--- src/rtl/boreal_uart_resp_tx.sv ---
// Host-bound response transmitter: queues {cmd, addr, data} requests and sends each as a
// 9-byte UART 8N1 frame AA CMD AH AL D3 D2 D1 D0 CRC, with tx falling one clock after acceptance.
module boreal_uart_resp_tx #(
  parameter int CLK_FREQ   = 50_000_000,
  parameter int BAUD_RATE  = 115_200,
  parameter int FIFO_DEPTH = 4
) (
  input  logic        clk,
  input  logic        rst,
  input  logic        req_valid,
  output logic        req_ready,
  input  logic [7:0]  req_cmd,
  input  logic [9:0]  req_addr,
  input  logic [31:0] req_data,
  output logic        tx,
  output logic        busy,
  output logic [15:0] frames_sent
);

  localparam int          BAUD_DIV  = CLK_FREQ / BAUD_RATE;
  localparam int          PW        = $clog2(FIFO_DEPTH);
  localparam logic [15:0] BAUD_LAST = 16'(BAUD_DIV - 1);
  localparam logic [PW:0] CNT_FULL  = (PW + 1)'(FIFO_DEPTH);

  typedef struct packed {
    logic [7:0]  cmd;
    logic [9:0]  addr;
    logic [31:0] data;
  } req_t;

  typedef enum logic [1:0] {IDLE, START, DATA, STOP} state_t;

  req_t        mem [FIFO_DEPTH];
  logic [PW-1:0] wr_ptr, rd_ptr;
  logic [PW:0]   count, count_n;
  logic          push, pop;

  state_t      state, state_n;
  logic [15:0] baud_cnt, baud_cnt_n;
  logic [2:0]  bit_idx, bit_idx_n;
  logic [3:0]  byte_idx, byte_idx_n;
  req_t        cur, cur_n;
  logic        tx_n, busy_n, ready_n;
  logic [15:0] frames_n;
  logic [7:0]  cur_byte, crc;
  logic        last;

  assign push = req_valid && req_ready;
  assign pop  = (state == IDLE) && (count != '0);
  assign last = (baud_cnt == 16'd0);

  // Request fields are captured here at push time, so later req_* changes are harmless.
  always_ff @(posedge clk) begin
    if (push) mem[wr_ptr] <= '{cmd: req_cmd, addr: req_addr, data: req_data};
  end

  always_comb begin
    count_n = count;
    if (push && !pop)      count_n = count + 1'b1;
    else if (!push && pop) count_n = count - 1'b1;
  end

  assign crc = cur.cmd ^ {6'b0, cur.addr[9:8]} ^ cur.addr[7:0] ^
               cur.data[31:24] ^ cur.data[23:16] ^ cur.data[15:8] ^ cur.data[7:0];

  always_comb begin
    case (byte_idx)
      4'd0:    cur_byte = 8'hAA;
      4'd1:    cur_byte = cur.cmd;
      4'd2:    cur_byte = {6'b0, cur.addr[9:8]};
      4'd3:    cur_byte = cur.addr[7:0];
      4'd4:    cur_byte = cur.data[31:24];
      4'd5:    cur_byte = cur.data[23:16];
      4'd6:    cur_byte = cur.data[15:8];
      4'd7:    cur_byte = cur.data[7:0];
      default: cur_byte = crc;
    endcase
  end

  always_comb begin
    state_n    = state;
    baud_cnt_n = baud_cnt;
    bit_idx_n  = bit_idx;
    byte_idx_n = byte_idx;
    cur_n      = cur;
    tx_n       = tx;
    frames_n   = frames_sent;
    case (state)
      IDLE: begin
        tx_n = 1'b1;
        if (count != '0) begin
          cur_n      = mem[rd_ptr];
          byte_idx_n = 4'd0;
          baud_cnt_n = BAUD_LAST;
          state_n    = START;
          tx_n       = 1'b0;
        end
      end
      START: begin
        if (last) begin
          state_n    = DATA;
          bit_idx_n  = 3'd0;
          baud_cnt_n = BAUD_LAST;
          tx_n       = cur_byte[0];
        end else begin
          baud_cnt_n = baud_cnt - 16'd1;
        end
      end
      DATA: begin
        if (last) begin
          baud_cnt_n = BAUD_LAST;
          if (bit_idx == 3'd7) begin
            state_n = STOP;
            tx_n    = 1'b1;
          end else begin
            bit_idx_n = bit_idx + 3'd1;
            tx_n      = cur_byte[bit_idx + 3'd1];
          end
        end else begin
          baud_cnt_n = baud_cnt - 16'd1;
        end
      end
      default: begin
        if (last) begin
          if (byte_idx < 4'd8) begin
            byte_idx_n = byte_idx + 4'd1;
            baud_cnt_n = BAUD_LAST;
            state_n    = START;
            tx_n       = 1'b0;
          end else begin
            frames_n = frames_sent + 16'd1;
            state_n  = IDLE;
          end
        end else begin
          baud_cnt_n = baud_cnt - 16'd1;
        end
      end
    endcase
  end

  // Ready looks at the post-update count, so a full FIFO never sees an extra push.
  assign ready_n = (count_n < CNT_FULL);
  assign busy_n  = (state_n != IDLE) || (count_n != '0);

  always_ff @(posedge clk or posedge rst) begin
    if (rst) begin
      state       <= IDLE;
      baud_cnt    <= 16'd0;
      bit_idx     <= 3'd0;
      byte_idx    <= 4'd0;
      cur         <= '0;
      tx          <= 1'b1;
      busy        <= 1'b0;
      req_ready   <= 1'b0;
      frames_sent <= 16'd0;
      wr_ptr      <= '0;
      rd_ptr      <= '0;
      count       <= '0;
    end else begin
      state       <= state_n;
      baud_cnt    <= baud_cnt_n;
      bit_idx     <= bit_idx_n;
      byte_idx    <= byte_idx_n;
      cur         <= cur_n;
      tx          <= tx_n;
      busy        <= busy_n;
      req_ready   <= ready_n;
      frames_sent <= frames_n;
      count       <= count_n;
      if (push) wr_ptr <= wr_ptr + 1'b1;
      if (pop)  rd_ptr <= rd_ptr + 1'b1;
    end
  end

endmodule

--- config.mk ---
export PLATFORM = sky130hd
export DESIGN_NAME = boreal_uart_resp_tx
export DESIGN_NICKNAME = d
export VERILOG_FILES = /design/src/rtl/boreal_uart_resp_tx.sv
export SDC_FILE = /design/constraint.sdc
export NUM_CORES = 1
export LEC_CHECK = 0
export ABC_AREA = 0
export ABC_CLOCK_PERIOD_IN_PS = 3900
export CAP_MARGIN = 5
export CORE_UTILIZATION = 52
export CTS_CLUSTER_SIZE = 28
export DETAILED_ROUTE_END_ITERATION = 7
export PLACE_DENSITY = 0.79
export SLEW_MARGIN = 20
export SYNTH_ARGS = -nofsm -noshare
export SYNTH_HDL_FRONTEND = slang
export SYNTH_SLANG_ARGS = --single-unit
--- constraint.sdc ---
create_clock -name clk -period 3.9 [get_ports clk]
set_clock_uncertainty 0.1 [all_clocks]
set_input_delay 0.78 -clock clk [delete_from_list [all_inputs] [get_ports clk]]
set_output_delay 0.78 -clock clk [all_outputs]
set_load 0.02 [all_outputs]
==> impl_results.md <==
- Ant. Diodes: 0
- Layout cells sized above 1: 0.1335
- Number of synthesized flops with an enable pin: 200
- Fill cells: 1746
- Critical Path End: baud_cnt[13]
- Commonest non-fill, non-tap cell in the layout: edfxtp_1
- Layout area overhead: 17.19%
- Most frequent cells in the layout: edfxtp_1 (200), nand2_1 (179), dfrtp_1 (98)
- PwrDens: 507.3 mW/mm^2
- Reg-to-Reg End: baud_cnt[13]
- Final Max Slew Viols: 0
- Post-synth ARST share: 0.3355
- PnR Total Power: between 7 and 8 mW
- DP HPWL: 15740 um
- Fin util: 0.6271
- Post-place setup slack: slightly below 1 ns
- Status: completed
- I/O Buffers: between 70 and 80
- Multi-input gate area: ~0.004 sq mm
- CP max FO: 13
- Reg2reg start: state[1]
- R2R cell count: 9
- Core box area: about 0.024 sq mm
- # DRC: 0
- WL/cell: 19.06 um
- H-tree depth: 1
- Grt total ovfl: 0
- Startpoint type of the worst setup path: register
- LEAKAGE: 5.556 nW
- # IOs: between 70 and 80
- Setup CP Type: register to register
- Max-Cap Viols: 0
- Setup Fix Bufs, Post-CTS: 0
- Register area share after synthesis: 0.6734
- Die height: roughly 160 um
- VDD IR max: ~0.00047 V
- CTS sink cnt: between 300 and 400
- Clk slew on worst S/H paths: ~0.06 ns
- Pin count of the biggest net entering global routing: 53
- 1st-iter DRT viols: 550
- Worst Hold Class: register to register
- TritonCTS clock tree: built
- First-pass GRT wire length: ~39000 um
- Root buf cell: clkbuf_16
- Synthesized cell area: 0.01267 sq mm
- Min cycle time layout: approximately 3.0 ns
- Most used flip-flop cell after synthesis: edfxtp_1
- Final nets: roughly 1000
- Setup TNS: 0 ns
- CP Data Required Time: about 4.2 ns
- CP arrival: between 3 and 4 ns
- Final count of hold timing violations: 0
- Max frequency: 335.5 MHz
- Unique cell type count in the Yosys netlist: 59
- Via count: approximately 7000
- Yosys warning count: 0
- Starting Density: 0.5351
- Final wirelength: around 24000 um
- CP Capture Type: register
- Post-cts sizing count: 0
- Worst setup path start: state[1]
- Bufs on Longest Clock Path: 3
- Period Utilization, post-route: 0.7642
- Placed Area: ~0.014 sq mm
- First drt pass iteration count: 8
- Clock Latency Late Sink: between 0.5 and 0.6 ns
- Net Count, Synth: roughly 900
- RSZ-0062 raised after global routing: false
- Flop-to-flop setup slack: just over 0.9 ns
- Mapped Cells: 853
- Worst-Margin Slew: 0.7540 ns
- CTS Buf Count: 30
- Post-Syn Area per Cell: 14.86 sq um
- Total GRT Usage: 0.2032
- Register Area: 0.008539 sq mm
- Setup WS post-layout: 0.9195 ns
- Post-route cell area: between 0.01 and 0.015 sq mm
- Vias per cell: between 5 and 6
- Initial antenna violation count: 0
- Vias in the first global route: 7392
- Final Wtd Congestion: roughly 0.88
- DIE AREA: 0.02500 sq mm
- Setup Viol. Count Final: 0
- # rows: 56
- DIE WIDTH: between 150 and 200 um
- Hold-fix buffers, CTS: 0
- Slew HR: 0.4973
- Final ANT Viol Nets: 0
- #FFs+latches synth: around 300
[report_power, final]
group / leakage (nW) / internal (mW) / switching (mW) / total, mW
Sequential: 3.06 / 3.79 / 0.102 / 3.89
Combinational: 1.98 / 0.261 / 0.373 / 0.635
Clock: 0.512 / 1.83 / 1.18 / 3.01
Total: 5.56 / 5.88 / 1.66 / 7.53
[Yosys cell counts, types with 5 or more instances]
library cell  instances  area share
a22oi_1              11      0.0065
clkbuf_1             32      0.0095
a22o_1                7      0.0048
xor2_1               13      0.0090
and3_1                8      0.0039
or3_1                 5      0.0025
nand2b_1              5      0.0025
mux4_2               50       0.089
o21ai_0              14      0.0055
ha_1                 20       0.020
nor2_1               32      0.0095
dfrtp_1             100        0.20
xnor2_1              47       0.032
xnor3_1               7       0.012
edfxtp_1            200        0.47
inv_1                16      0.0047
a21oi_1               9      0.0036
nand4_1               5      0.0025
nand2_1             179       0.053
a31oi_1               5      0.0025
nor3_1                8      0.0032
nand3_1               7      0.0028
buf_1                 6      0.0018
[through the flow]
step	hold WS, ns	std cells
2_1_floorplan	0.3575	853
3_3_place_gp	0.3634	1214
3_5_place_dp	0.3672	1214
4_1_cts	0.3770	1269
5_1_grt	0.4154	1270
6_report	0.3683	1270
[flip-flops by register name (all words and copies together) (netlist names)]
| name | count |
|---|---|
| baud_cnt | 16 |
| bit_idx | 3 |
| busy | 1 |
| byte_idx | 4 |
| count | 3 |
| cur | 50 |
| frames_sent | 16 |
| mem | 200 |
| rd_ptr | 2 |
| req_ready | 1 |
| state | 2 |
| tx | 1 |
| wr_ptr | 2 |
[worst max-delay path: stages, from the launching register on]
cell	delay, ns
dfrtp_1	0.43
inv_1	0.12
ha_1	0.41
nor2b_1	0.13
nor2b_1	0.22
a31o_2	0.33
nor4b_1	0.44
nor4b_1	0.44
xnor2_1	0.17
nor2_1	0.05
[area by class of cell]
type	count	area share
Clock buffer	35	0.05249
Clock inverter	20	0.01837
Inverter	17	0.004465
Multi-Input combinational cell	496	0.2647
Sequential cell	301	0.5750
Tap cell	319	0.02687
Timing Repair Buffer	82	0.05813
[worst min path at each step]
stage                     from              end  slack [ns]  cells past startpoint
2_1_floorplan      baud_cnt[2]      baud_cnt[2]        0.36                      1
3_3_place_gp   frames_sent[15]  frames_sent[15]        0.36                      1
3_5_place_dp   frames_sent[15]  frames_sent[15]        0.37                      1
4_1_cts        frames_sent[15]  frames_sent[15]        0.38                      1
5_1_grt        frames_sent[15]  frames_sent[15]        0.42                      1
6_report       frames_sent[15]  frames_sent[15]        0.37                      1
[routing by layer]
layer / vias to the layer above / track usage / wire length, um
li1: 3311 / - / -
met1: 3545 / 0.2658 / 10110
met2: 246 / 0.3461 / 12070
met3: 50 / 0.03258 / 1270
met4: 0 / 0.06960 / 769
met5: - / 0 / 0
[cells by family (layout without fill, tap and decap cells)]
| logic type | count (synthesis) | after routing | share of synthesized area |
|---|---|---|---|
| AOI/OAI and AO/OA | 78 | 78 | 0.04473 |
| xor gates and xnor gates | 67 | 67 | 0.05390 |
| adders and majority gates | 20 | 20 | 0.01975 |
| buffers and inverters | 56 | 154 | 0.01688 |
| DFF | 301 | 301 | 0.6734 |
| muxes | 57 | 57 | 0.09478 |
| and+or+nand+nor | 274 | 274 | 0.09655 |
(Power assumes the default switching activity.)
